**config.mk**
```make
export PLATFORM = sky130hd
export DESIGN_NAME = zero_count_seq_flat
export DESIGN_NICKNAME = d
export VERILOG_FILES = /design/src/rtl/zero_count_seq_pkg.sv /design/src/rtl/zero_count_seq_if.sv /design/src/rtl/zero_count_seq_first_one.sv /design/src/rtl/zero_count_seq.sv /design/src/flat_wrapper.sv
export SDC_FILE = /design/constraint.sdc
export NUM_CORES = 1
export LEC_CHECK = 0
export CAP_MARGIN = 20
export CORE_MARGIN = 2
export CORE_UTILIZATION = 40
export DETAILED_ROUTE_END_ITERATION = 16
export PLACE_DENSITY = 0.7
export SYNTH_ARGS = -nofsm -noshare
export SYNTH_HDL_FRONTEND = slang
export SYNTH_HIERARCHICAL = 1
export SYNTH_SLANG_ARGS = --single-unit
export TNS_END_PERCENT = 50
```
**constraint.sdc**
```tcl
create_clock -name clk -period 3.02 [get_ports clk]
set_clock_uncertainty 0.05 [all_clocks]
set_input_delay 0.302 -clock clk [delete_from_list [all_inputs] [get_ports clk]]
set_output_delay 0.302 -clock clk [all_outputs]
set_load 0.05 [all_outputs]
```
**src/rtl/zero_count_seq_pkg.sv**
```systemverilog
// Purpose: shared types and constants for the sequential zero counter.
// Latency: n/a (declarations only).
// Backpressure: n/a.
// Contents: scan FSM state enum and the mode encodings carried on the mode line.
package zc_pkg;

    typedef enum logic {
        ZC_IDLE = 1'b0,
        ZC_SCAN = 1'b1
    } zc_state_t;

    localparam logic ZC_TRAIL = 1'b0;
    localparam logic ZC_LEAD  = 1'b1;

endpackage : zc_pkg

```
**src/rtl/zero_count_seq_if.sv**
```systemverilog
// Purpose: request/result bundle between a client and zero_count_seq.
// Latency: n/a (wiring only).
// Backpressure: start is ignored while busy is high; there is no queuing.
// Signals: start/mode/din from the client; busy/done/count/all_zero back to it.
interface zero_count_seq_if #(
    parameter int WIDTH = 16,
    parameter int CW    = $clog2(WIDTH + 1)
);
    logic             start;
    logic             mode;
    logic [WIDTH-1:0] din;
    logic             busy;
    logic             done;
    logic [CW-1:0]    count;
    logic             all_zero;

    // Client side: issues requests, observes results.
    modport master (
        output start, mode, din,
        input  busy, done, count, all_zero
    );

    // Counter side: accepts requests, produces results.
    modport slave (
        input  start, mode, din,
        output busy, done, count, all_zero
    );
endinterface : zero_count_seq_if

```
**src/rtl/zero_count_seq_first_one.sv**
```systemverilog
// Purpose: combinational priority encoder returning the lowest set bit of a chunk.
// Latency: 0 cycles (pure combinational).
// Backpressure: none.
// Ports: i_chunk operand; o_found = any bit set; o_pos = index of lowest set bit (0 when none).
module zc_first_one #(
    parameter int CHUNK = 4,
    parameter int PW    = $clog2(CHUNK + 1)
) (
    input  logic [CHUNK-1:0] i_chunk,
    output logic             o_found,
    output logic [PW-1:0]    o_pos
);

    always_comb begin
        o_found = |i_chunk;
        o_pos   = '0;
        // Walk from the top down so the lowest set bit is the last one written.
        for (int i = CHUNK - 1; i >= 0; i--) begin
            if (i_chunk[i]) begin
                o_pos = PW'(i);
            end
        end
    end

endmodule : zc_first_one

```
**src/rtl/zero_count_seq.sv**
```systemverilog
// Purpose: multi-cycle leading/trailing zero counter, CHUNK bits examined per clock.
// Latency: done 1..WIDTH/CHUNK cycles after start is accepted (chunk holding the first 1, plus one).
// Backpressure: start accepted only while idle; start during a scan is dropped.
// Ports: clk, rst (async active-high); bus (slave modport) carries start/mode/din and busy/done/count/all_zero.
module zero_count_seq
    import zc_pkg::*;
#(
    parameter int WIDTH = 16,
    parameter int CHUNK = 4
) (
    input  logic              clk,
    input  logic              rst,
    zero_count_seq_if.slave   bus
);

    localparam int CW  = $clog2(WIDTH + 1);
    localparam int PW  = $clog2(CHUNK + 1);
    localparam int NCH = WIDTH / CHUNK;
    localparam int JW  = (NCH > 1) ? $clog2(NCH) : 1;

    if ((CHUNK < 1) || ((WIDTH % CHUNK) != 0)) begin : g_bad_param
        $fatal(1, "zero_count_seq: WIDTH must be a positive multiple of CHUNK");
    end

    zc_state_t        r_state;
    logic [WIDTH-1:0] r_word;
    logic [JW-1:0]    r_j;
    logic [CW-1:0]    r_acc;
    logic             r_done;
    logic [CW-1:0]    r_count;
    logic             r_all_zero;

    zc_state_t        w_state_nxt;
    logic [JW-1:0]    w_j_nxt;
    logic [CW-1:0]    w_acc_nxt;
    logic             w_done_nxt;
    logic [CW-1:0]    w_count_nxt;
    logic             w_all_zero_nxt;
    logic             w_capture;
    logic [WIDTH-1:0] w_din_rev;
    logic [WIDTH-1:0] w_word_in;
    logic [CHUNK-1:0] w_chunk;
    logic             w_found;
    logic [PW-1:0]    w_pos;
    logic             w_last;

    // Leading mode is turned into trailing mode by reversing the operand once at
    // capture; the scan itself then always walks up from bit 0.
    always_comb begin
        w_din_rev = '0;
        for (int i = 0; i < WIDTH; i++) begin
            w_din_rev[i] = bus.din[WIDTH-1-i];
        end
    end

    assign w_word_in = (bus.mode == ZC_LEAD) ? w_din_rev : bus.din;
    assign w_chunk   = CHUNK'(r_word >> (int'(r_j) * CHUNK));
    assign w_last    = (r_j == JW'(NCH - 1));

    zc_first_one #(
        .CHUNK (CHUNK),
        .PW    (PW)
    ) u_first_one (
        .i_chunk (w_chunk),
        .o_found (w_found),
        .o_pos   (w_pos)
    );

    always_comb begin
        w_state_nxt    = r_state;
        w_j_nxt        = r_j;
        w_acc_nxt      = r_acc;
        w_done_nxt     = 1'b0;
        w_count_nxt    = r_count;
        w_all_zero_nxt = r_all_zero;
        w_capture      = 1'b0;
        case (r_state)
            ZC_IDLE: begin
                if (bus.start) begin
                    w_state_nxt = ZC_SCAN;
                    w_j_nxt     = '0;
                    w_acc_nxt   = '0;
                    w_capture   = 1'b1;
                end
            end
            ZC_SCAN: begin
                if (w_found) begin
                    w_count_nxt    = r_acc + CW'(w_pos);
                    w_all_zero_nxt = 1'b0;
                    w_done_nxt     = 1'b1;
                    w_state_nxt    = ZC_IDLE;
                end else if (w_last) begin
                    w_count_nxt    = CW'(WIDTH);
                    w_all_zero_nxt = 1'b1;
                    w_done_nxt     = 1'b1;
                    w_state_nxt    = ZC_IDLE;
                end else begin
                    // acc tops out at WIDTH-CHUNK here, so CW bits never overflow.
                    w_acc_nxt = r_acc + CW'(CHUNK);
                    w_j_nxt   = r_j + JW'(1);
                end
            end
            default: w_state_nxt = ZC_IDLE;
        endcase
    end

    always_ff @(posedge clk or posedge rst) begin
        if (rst) begin
            r_state    <= ZC_IDLE;
            r_word     <= '0;
            r_j        <= '0;
            r_acc      <= '0;
            r_done     <= 1'b0;
            r_count    <= '0;
            r_all_zero <= 1'b0;
        end else begin
            r_state    <= w_state_nxt;
            r_j        <= w_j_nxt;
            r_acc      <= w_acc_nxt;
            r_done     <= w_done_nxt;
            r_count    <= w_count_nxt;
            r_all_zero <= w_all_zero_nxt;
            if (w_capture) begin
                r_word <= w_word_in;
            end
        end
    end

    assign bus.busy     = (r_state == ZC_SCAN);
    assign bus.done     = r_done;
    assign bus.count    = r_count;
    assign bus.all_zero = r_all_zero;

endmodule : zero_count_seq

```
**src/flat_wrapper.sv**
```systemverilog
// flat-port wrapper written by rule: the top's interface ports become plain ports
module zero_count_seq_flat import zc_pkg::*;
#(
    parameter int WIDTH = 16,
    parameter int CHUNK = 4
)
  (clk, rst, bus_start, bus_mode, bus_din, bus_busy, bus_done, bus_count, bus_all_zero);
  zero_count_seq_if #(.WIDTH(WIDTH)) bus_i ();
  input  logic clk;
  input  logic rst;
  input wire logic [$bits(bus_i.start)-1:0] bus_start;
  input wire logic [$bits(bus_i.mode)-1:0] bus_mode;
  input wire logic [$bits(bus_i.din)-1:0] bus_din;
  output wire logic [$bits(bus_i.busy)-1:0] bus_busy;
  output wire logic [$bits(bus_i.done)-1:0] bus_done;
  output wire logic [$bits(bus_i.count)-1:0] bus_count;
  output wire logic [$bits(bus_i.all_zero)-1:0] bus_all_zero;
  assign bus_i.start = bus_start;
  assign bus_i.mode = bus_mode;
  assign bus_i.din = bus_din;
  assign bus_busy = bus_i.busy;
  assign bus_done = bus_i.done;
  assign bus_count = bus_i.count;
  assign bus_all_zero = bus_i.all_zero;
  zero_count_seq #(.WIDTH(WIDTH), .CHUNK(CHUNK)) u_core (.clk(clk), .rst(rst), .bus(bus_i));
endmodule
```
==> reports/metrics.yaml <==
run_status:
  status: "complete, no violations"
floorplan:
  fp.dieH_um: 64.0
  rows: 21
  fp.coreArea_um2: 3390
  fp.dieW_um: 64.0
  initial_core_util: 0.425
  die_area_um2: 4090
  io_pins: 28
clocking:
  cts_tree: "yes"
  postCtsSetupBuffers: 0
  clk_latency_ns: 0.33
  cts_sinks: 29
  clk_pin_slew_ns: 0.10
  hold_buffers: 0
  cts-htree-levels: 2
  cts_made_buffers: 5
  cts_buffer_depth: 2
  cts_root_buffer: "clkbuf_4"
  cts_resized: 0
setup_path:
  cpMaxStageDelayCell: "or3b_1"
  cp-end-kind: "flop"
  cp_data_required_time_ns: 3.19
  max_stage_delay_ns: 0.58
  path_class: "flop to flop"
  crit_fanout: 11
  startpoint_type: "flop"
  crit_chain: "mux4_2, nor2_1, nand2_1, or3b_1, o211ai_1, o31ai_2"
  worstPathArrival_ns: 2.68
grt:
  grt_pass1_vias: 999
  grt_usage: 0.142
  grt_max_degree: 39
  grt_pass1_wl_um: 4410
  grt_overflow: 0
  antenna_found_initial: 0
power:
  p_int_w: 0.000916
  power_frac_seq: 0.423
  p_clk_frac: 0.146
  power_density_nw_per_um2: 876
  p_sw_frac: 0.413
  vdd_drop_max_mv: 0.330
  leakagePower_nw: 0.805
  p_sw_w: 0.000644
  power_frac_comb: 0.430
place:
  io_buffers: 27
  dp_hpwl_um: 1890
  routabilityCongestion: 0.784
layout:
  regArea_um2: 726
  multi_input_area_um2: 628
  area_delta_synth_final_pct: 23.8
  finalNetCount: 181
  final_util: 0.526
  drive_gt1_frac: 0.101
  nFillCells: 296
  diodes: 0
timing:
  fin_crit_sh: 0.829
  slew_headroom: 0.404
  tns_ns: 0
  rsz0062_at_grt: "no"
  fmax_mhz: 399
  setup_viol: 0
  drv_slew: 0
  finalHoldViolCount: 0
  worst_slew_pin_slew_ns: 0.890
  period_needed_ns: 2.51
yosys:
  synthesis.area_um2: 1440
  synthArstFlopShare: 1.00
  ys_warn_count: 6
  synth-seq-cells: 29
  netlist.area_leader.share: 0.504
  synth_area_leaders: "dfrtp_1 (50%), mux2i_1 (11%), mux4_2 (6.3%)"
  yosysSeqAreaShare: 0.504
  synth_nets: 155
  ys_types: 25
  synth_common_cells: "dfrtp_1 (29), nand2_1 (19), o21ai_0 (17)"
  synth_top_flop_cell: "dfrtp_1"
  yosysTopAreaCell: "dfrtp_1"
  synth_area_per_cell_um2: 10.9
  synthCells: 132
  synth.most_common_cell: "dfrtp_1"
  synth_edf_count: 0
drt:
  first_iter_violations: 58
  wl_um: 2500
  drc_errors: 0
  avgRoutedWirePerCell_um: 12.2
  ant_nets: 0
  vias: 1011
  first_pass_iters: 3
  viasPerCell: 4.93
job:
  drv_cap: 0
hold_path:
  hold_path.class: "input pin to async pin"
[layout make-up]
type                            instances  area share
Multi-Input combinational cell         87       0.353
Timing Repair Buffer                   29       0.164
Sequential cell                        29       0.407
Inverter                                6      0.0126
Tap cell                               46      0.0323
Clock inverter                          3     0.00983
Clock buffer                            5      0.0211
[per-layer routing]
metal	vias up	global-route usage	part of all wire
met5	-	0	0
met4	0	0.0489	0.015
met3	5	0.0546	0.059
met2	27	0.228	0.47
met1	458	0.173	0.45
li1	521	-	-
[registers in the layout, summed over array words and instances, names as in the netlist]
signal / cells
u_core/bus.all_zero: 1
u_core/bus.busy: 1
u_core/bus.count: 5
u_core/bus.done: 1
u_core/r_acc: 3
u_core/r_j: 2
u_core/r_word: 16
[worst max-delay path, delay by kind of cell (launching register included)]
kind	cells	cell delay (ns)
simple gates	3	0.91
compound gates	2	0.35
flops	1	0.54
mux	1	0.56
[power groups by stage]
stage	registers, W	logic (W)	clock network, W
4_1_cts	0.000663	0.000666	0.000242
3_3_place_gp	0.000669	0.000647	0
3_5_place_dp	0.000672	0.000664	0
5_1_grt	0.000682	0.000744	0.000256
2_1_floorplan	0.000761	0.000396	0
6_report	0.000660	0.000672	0.000228
[cells in the final DEF, fill, tap and decap left out]
master,n
a31oi_1,1
nand2b_1,2
mux2i_1,16
nand3_1,4
a32o_1,4
inv_1,6
conb_1,1
ha_1,3
nor2_1,3
clkbuf_4,5
dfrtp_1,29
nor3_1,1
buf_4,1
clkinv_2,2
clkinvlp_4,1
or3b_1,1
nand2_1,19
buf_8,1
clkdlybuf4s50_1,27
o31ai_2,1
o211ai_1,1
xor2_1,2
mux4_2,4
o21ai_0,17
a21oi_1,2
o21ai_1,4
a21oi_2,1
[metrics by stage]
| step | std cells | power [W] | instance area, µm² | worst slack, ns | hold WS, ns |
|---|---|---|---|---|---|
| after detailed placement | 196 | 0.00134 | 1710 | 0.511 | 0.423 |
| after global placement | 196 | 0.00132 | 1710 | 0.588 | 0.416 |
| after floorplan | 132 | 0.00116 | 1440 | 0.852 | 0.330 |
| after global routing | 205 | 0.00168 | 1780 | 0.358 | 0.345 |
| final | 205 | 0.00156 | 1780 | 0.515 | 0.279 |
| after CTS | 204 | 0.00157 | 1770 | 0.488 | 0.279 |
[worst paths after layout]
path | depth (start not counted) | to | slack [ns] | startpoint
setup / recovery | 6 | u_core/r_acc[4] | 0.51 | u_core/r_j[0]
hold / removal | 3 | u_core/bus.count[0] | 0.28 | rst
setup reg to reg | 6 | u_core/r_acc[4] | 0.51 | u_core/r_j[0]
hold reg to reg | 2 | u_core/r_word[11] | 0.44 | u_core/r_word[11]
max in group asynchronous | 3 | u_core/r_word[15] | 2.37 | rst
min in group clk | 2 | u_core/r_word[11] | 0.44 | u_core/r_word[11]
[cells by family (layout without fill, tap and decap cells)]
logic type / after synthesis / after routing / share of synthesized area
compound gates: 31 / 31 / 0.132
simple gates: 30 / 30 / 0.0896
flops: 29 / 29 / 0.504
mux: 20 / 20 / 0.174
buf+inv: 16 / 43 / 0.0591
fa+ha+maj: 3 / 3 / 0.0261
xor+xnor: 2 / 2 / 0.0122
other cells: 1 / 1 / 0.00261
No activity file was read; power rests on OpenSTA's default activity.
==> RTL change 1: new RTL, same settings <==
Make the reset (`rst`) synchronous in one clocked block. Comments in the files are not updated.
--- a/src/rtl/zero_count_seq.sv
+++ b/src/rtl/zero_count_seq.sv
@@ -104,7 +104,7 @@
         endcase
     end
 
-    always_ff @(posedge clk or posedge rst) begin
+    always_ff @(posedge clk) begin
         if (rst) begin
             r_state    <= ZC_IDLE;
             r_word     <= '0;
Formal check against the unedited RTL: differs if rst is asserted again (counterexample within 4 cycles, from zero or initial values and one cycle with rst high); with rst held inactive, the same outputs for 10 cycles.
==> RTL change 1 against the unedited design <==
Global-route usage increased by 0.80 points; setup slack improved by 0.34 ns; largest cell class is now multi-input combinational cells; critical path type unchanged; non-clock buffer count decreased by 1; wire length increased by 5.6%; synthesized area decreased by 2.0%; design area decreased by 2.9%; sequential cell count unchanged.
Power is not compared: it rests on default switching activity, and its combinational part moved more than twofold at a synthesized area within 25%.
==> RTL change 1: results (changes against the unedited design) <==
Met1 wire length -> 1167 µm (+2.8%)
Clock root buffer -> clkbuf_4
Initial drt markers -> 43 (-26%)
Reg2Reg Launch Point -> u_core/r_j[0]
Mux cell area share after synthesis -> 0.1775 (+0.003549)
Compound-Gate Fraction of Synth Area -> 0.1464 (+0.01423)
Comb power frac -> 0.201
Top sig layer -> met4
Reg2reg end -> u_core/r_acc[2]
Vias -> 1097 (+8.5%)
Met1 Usage GRT -> 0.1700 (-0.002944)
Setup bufs post-CTS -> 0 (unchanged)
Data arrival, critical path -> 2.28 ns (-0.40 ns)
Met3 wire length -> 174 µm (+18%)
Top cells by area, synth -> dfxtp_1, mux2i_1, a211oi_1
Worst-skew pair later-pin latency -> 0.32 ns
Min-delay src -> u_core/bus.count[4]
TritonRoute pass-1 iters -> 4 (+1)
Static leakage -> 0.6640 nW
Clk buf depth -> 2 (unchanged)
Met2 wire length -> 1270 µm (+7.4%)
Worst slew pin tran -> 1.022 ns (+0.1318 ns)
Largest Register -> u_core/r_word
IO Port Bufs -> 27 (unchanged)
Adder-Cell Fraction of Synth Area -> 0.02662 (+0.0005324)
Placed Instances -> 204 (+4.1%)
# diodes -> 0 (unchanged)
H-tree levels -> 2 (unchanged)
Worst hold path type -> reg2reg
Met3 Track Usage GR -> 0.06964 (+0.01507)
Yosys cell types -> 30 (+20%)
Global-route wire length before repair -> 4574 µm (+3.7%)
Async S/R FF share, synth -> 0 (-1.000)
WL final -> 2644 µm (+5.6%)
GRT Total Usage -> 0.1496 (+0.008023)
GR Layer Usage met2 -> 0.2395 (+0.01161)
Placement Cell Area -> 1660 µm² (-3.0%)
Post-cts gate resize count -> 0 (unchanged)
XOR/XNOR Fraction of Synth Area -> 0.01863 (+0.006460)
Hold Path Sink -> u_core/bus.count[4]
Layout cells sized above 1 -> 0.1145 (+0.01383)
Seq pwr share -> 0.497
Post-synth net total -> 164 (+5.8%)
Gpl congestion -> 0.7920 (+0.97%)
Vias in the first global route -> 1041 (+4.2%)
Synth top cells by count -> dfxtp_1, nor2_1, a211oi_1, mux2i_1, a21oi_1
Worst R2R Setup Slack -> 0.86 ns (+0.34 ns)
CP max FO -> 7 (-4)
Post-DP HPWL -> 2007 µm (+6.4%)
Final Total Pwr -> 866.3 µW
Status -> finished, final reports clean
Largest net degree at the start of global routing -> 34 (-13%)
Final Non-Filler Cells -> 212 (+3.4%)
Final nets -> 188 (+3.9%)
Seq/Total Area, Yosys -> 0.4117 (-0.09264)
Clock transition at the registers of the reported paths -> 0.09 ns
Worst Setup Slack post-DPL -> 0.8732 ns (+0.3625 ns)
Hold depth -> 2
CTS Buf Count -> 5 (unchanged)
Mean post-synth cell area -> 10.00 µm² (-8.3%)
RTL change 1: cell types whose count changed after synthesis, moves of 4 or more:
cell      delta
dfrtp_1     -29
dfxtp_1     +29
nor2_1      +20
o21ai_0     -17
a211oi_1    +16
nand2_1     -15
a22oi_1      +4
a32o_1       -4
inv_1        -4
RTL change 1: final cells by class:
class	count	area, µm²
clock inverter	1	5.005
inverter	2	7.507
tap	46	57.56
sequential	29	580.6
timing repair buffer	28	277.8
multi-input combinational	99	737.0
clock buffer	7	65.06
fill	349	1633
RTL change 1: worst max-delay path, cell delays in order, from the launching register on:
cell	delay (ns)
dfxtp_1	0.49
mux4_2	0.59
nor2_1	0.12
nand2_1	0.13
or3b_4	0.46
nand3_1	0.11
a21oi_1	0.07
RTL change 1: how the worst max path moves through the flow:
stage / startpoint / endpoint / slack, ns / depth (start not counted)
finish: u_core/r_j[0] / u_core/r_acc[2] / 0.86 / 6
global route: u_core/r_j[1] / u_core/r_acc[2] / 0.70 / 6
CTS: u_core/r_j[0] / u_core/r_acc[2] / 0.85 / 6
detailed placement: u_core/r_j[1] / u_core/r_acc[2] / 0.87 / 6
global placement: u_core/r_j[0] / u_core/r_j[1] / 0.95 / 6
floorplan: u_core/r_j[0] / u_core/r_acc[3] / 1.05 / 6
RTL change 1: cell families (layout without fill, tap and decap cells):
kind of cell / after synthesis / count (layout)
simple gates: 43 / 43
compound gates: 29 / 29
flops: 29 / 29
mux: 20 / 20
buf+inv: 13 / 38
fa+ha+maj: 3 / 3
xor+xnor: 3 / 3
other cells: 1 / 1
RTL change 1: stage by stage:
step	hold WS, ns	util
after floorplan	0.4227	-
after global placement	0.4140	0.4937
after detailed placement	0.4197	0.4937
after CTS	0.4342	0.5145
after global routing	0.4571	0.5145
final	0.4293	0.5145
==> RTL change 2: new RTL, config.mk and constraints unchanged <==
Without the edit above. `CHUNK` is set to 4 in 3 places; all go to 2.
--- a/src/rtl/zero_count_seq_first_one.sv
+++ b/src/rtl/zero_count_seq_first_one.sv
@@ -3,7 +3,7 @@
 // Backpressure: none.
 // Ports: i_chunk operand; o_found = any bit set; o_pos = index of lowest set bit (0 when none).
 module zc_first_one #(
-    parameter int CHUNK = 4,
+    parameter int CHUNK = 2,
     parameter int PW    = $clog2(CHUNK + 1)
 ) (
     input  logic [CHUNK-1:0] i_chunk,
--- a/src/rtl/zero_count_seq.sv
+++ b/src/rtl/zero_count_seq.sv
@@ -6,7 +6,7 @@
     import zc_pkg::*;
 #(
     parameter int WIDTH = 16,
-    parameter int CHUNK = 4
+    parameter int CHUNK = 2
 ) (
     input  logic              clk,
     input  logic              rst,
--- a/src/flat_wrapper.sv
+++ b/src/flat_wrapper.sv
@@ -2,7 +2,7 @@
 module zero_count_seq_flat import zc_pkg::*;
 #(
     parameter int WIDTH = 16,
-    parameter int CHUNK = 4
+    parameter int CHUNK = 2
 )
   (clk, rst, bus_start, bus_mode, bus_din, bus_busy, bus_done, bus_count, bus_all_zero);
   zero_count_seq_if #(.WIDTH(WIDTH)) bus_i ();
Check against the original RTL: not equivalent (Yosys sat finds a counterexample within 4 cycles, from zero or initial values and one cycle with rst high).
==> RTL change 2 against the unedited design <==
Wire length grew 11%; design area grew 9.8%; sequential power grew 9.1%; synthesized area grew 9.0%; sequential cell count grew 2; utilization grew 0.094 points; setup slack lost 0.085 ns; first-iteration DRC count shrank 45%; power grew 14%; critical endpoint is now u_core/r_j[0]; largest cell class unchanged.
==> RTL change 2: results (changes against the unedited design) <==
Status -> finished, final reports clean
Vias in the first global route -> 1161 (+16%)
Post-synth net total -> 169 (+9.0%)
Layout cells sized above 1 -> 0.08140 (-0.01923)
Gpl congestion -> 0.8148 (+3.9%)
Sw Share -> 0.3900 (-0.02281)
GRT Total Usage -> 0.1508 (+0.009191)
Met3 Track Usage GR -> 0.06588 (+0.01130)
Seq/Total Area, Yosys -> 0.4944 (-0.009930)
Worst-skew pair later-pin latency -> 0.29 ns (-0.04 ns)
Final nets -> 196 (+8.3%)
Worst Setup Slack post-DPL -> 0.4174 ns (-0.09332 ns)
TritonRoute pass-1 iters -> 4 (+1)
WL final -> 2782 µm (+11%)
Clk buf depth -> 2 (unchanged)
Async S/R FF share, synth -> 1.000 (unchanged)
Filler cell count -> 357 (+21%)
Static leakage -> 0.9264 nW (+15%)
Met1 Usage GRT -> 0.1484 (-0.02458)
Clock root buffer -> clkbuf_8
Global-route wire length before repair -> 4857 µm (+10%)
Via/cell ratio -> 5.136 (+4.1%)
Top cells by area, synth -> dfrtp_1, mux2i_1, nand2_1
Placement Cell Area -> 1862 µm² (+8.8%)
Final worst setup slack -> 0.4297 ns (-0.08520 ns)
Post-DP HPWL -> 2067 µm (+9.5%)
Hold_ws -> 0.3427 ns (+0.06334 ns)
Largest net degree at the start of global routing -> 41 (+5.1%)
Synth top cells by count -> dfrtp_1, nand2_1, o21ai_0
Initial drt markers -> 32 (-45%)
Data arrival, critical path -> 2.70 ns (+0.02 ns)
GR Layer Usage met2 -> 0.2738 (+0.04589)
VDD IR max -> 0.3263 mV (-1.1%)
CP max FO -> 8 (-3)
Clock transition at the registers of the reported paths -> 0.06 ns (-0.04 ns)
Worst slew pin tran -> 0.8674 ns (-0.02303 ns)
## RTL change 2: cell types whose count changed after synthesis, moves of 3 or more
cell | before | now
mux4_2 | 4 | 0
inv_1 | 6 | 2
mux4_1 | 0 | 4
o21ai_1 | 4 | 0
clkbuf_1 | 1 | 5
nand2_1 | 19 | 30
nor2_1 | 3 | 0
o21ai_0 | 17 | 21
## RTL change 2: area by class of cell
type	instances	area share
Clock buffer	5	0.03517
Clock inverter	3	0.007673
Inverter	2	0.003836
Multi-Input combinational cell	101	0.3747
Sequential cell	31	0.3964
Tap cell	48	0.03069
Timing Repair Buffer	30	0.1515
## RTL change 2: final timing paths
path | cells after the start | endpoint | from
setup / recovery | 6 | u_core/r_j[0] | u_core/r_j[0]
hold / removal | 3 | u_core/r_acc[1] | rst
setup reg to reg | 6 | u_core/r_j[0] | u_core/r_j[0]
hold reg to reg | 2 | u_core/r_word[5] | u_core/r_word[5]
max in group asynchronous | 3 | u_core/r_word[14] | rst
min in group clk | 2 | u_core/r_word[5] | u_core/r_word[5]
## RTL change 2: power groups by stage
| stage | logic (mW) | clock network, mW | registers [mW] |
|---|---|---|---|
| global placement | 0.728 | 0 | 0.724 |
| detailed placement | 0.757 | 0 | 0.730 |
| floorplan | 0.456 | 0 | 0.812 |
| CTS | 0.759 | 0.316 | 0.723 |
| global route | 0.846 | 0.345 | 0.746 |
| finish | 0.758 | 0.304 | 0.720 |
## RTL change 2: logic make-up after synthesis
group                    Yosys count  share of synthesized area
multiplexers                      24                     0.1962
AO/OA/AOI/OAI                     26                    0.09171
other                              1                   0.002390
buffers and inverters             12                    0.03828
adder cells (fa/ha/maj)            5                    0.03987
flip-flops                        31                     0.4944
AND/OR/NAND/NOR                   42                     0.1204
XOR/XNOR                           3                    0.01675
## RTL change 2: worst max-delay path: stages, from the launching register on
cell and delay (ns):
dfrtp_1 0.49, mux4_1 0.59, mux2_2 0.28, or2_1 0.31
or3b_1 0.52, nand3_1 0.12, o21ai_0 0.09
## RTL change 2: metal layers
layer / vias to the layer above / share of wire
met3: 5 / 0.062
met5: - / 0
met1: 531 / 0.42
met2: 32 / 0.50
met4: 0 / 0.018
li1: 562 / -
## RTL change 2: stage by stage
| step | std cells | utilization |
|---|---|---|
| after floorplan | 144 | - |
| after global placement | 211 | 0.5010 |
| after detailed placement | 211 | 0.5010 |
| after CTS | 219 | 0.5236 |
| after global routing | 220 | 0.5266 |
| final | 220 | 0.5266 |
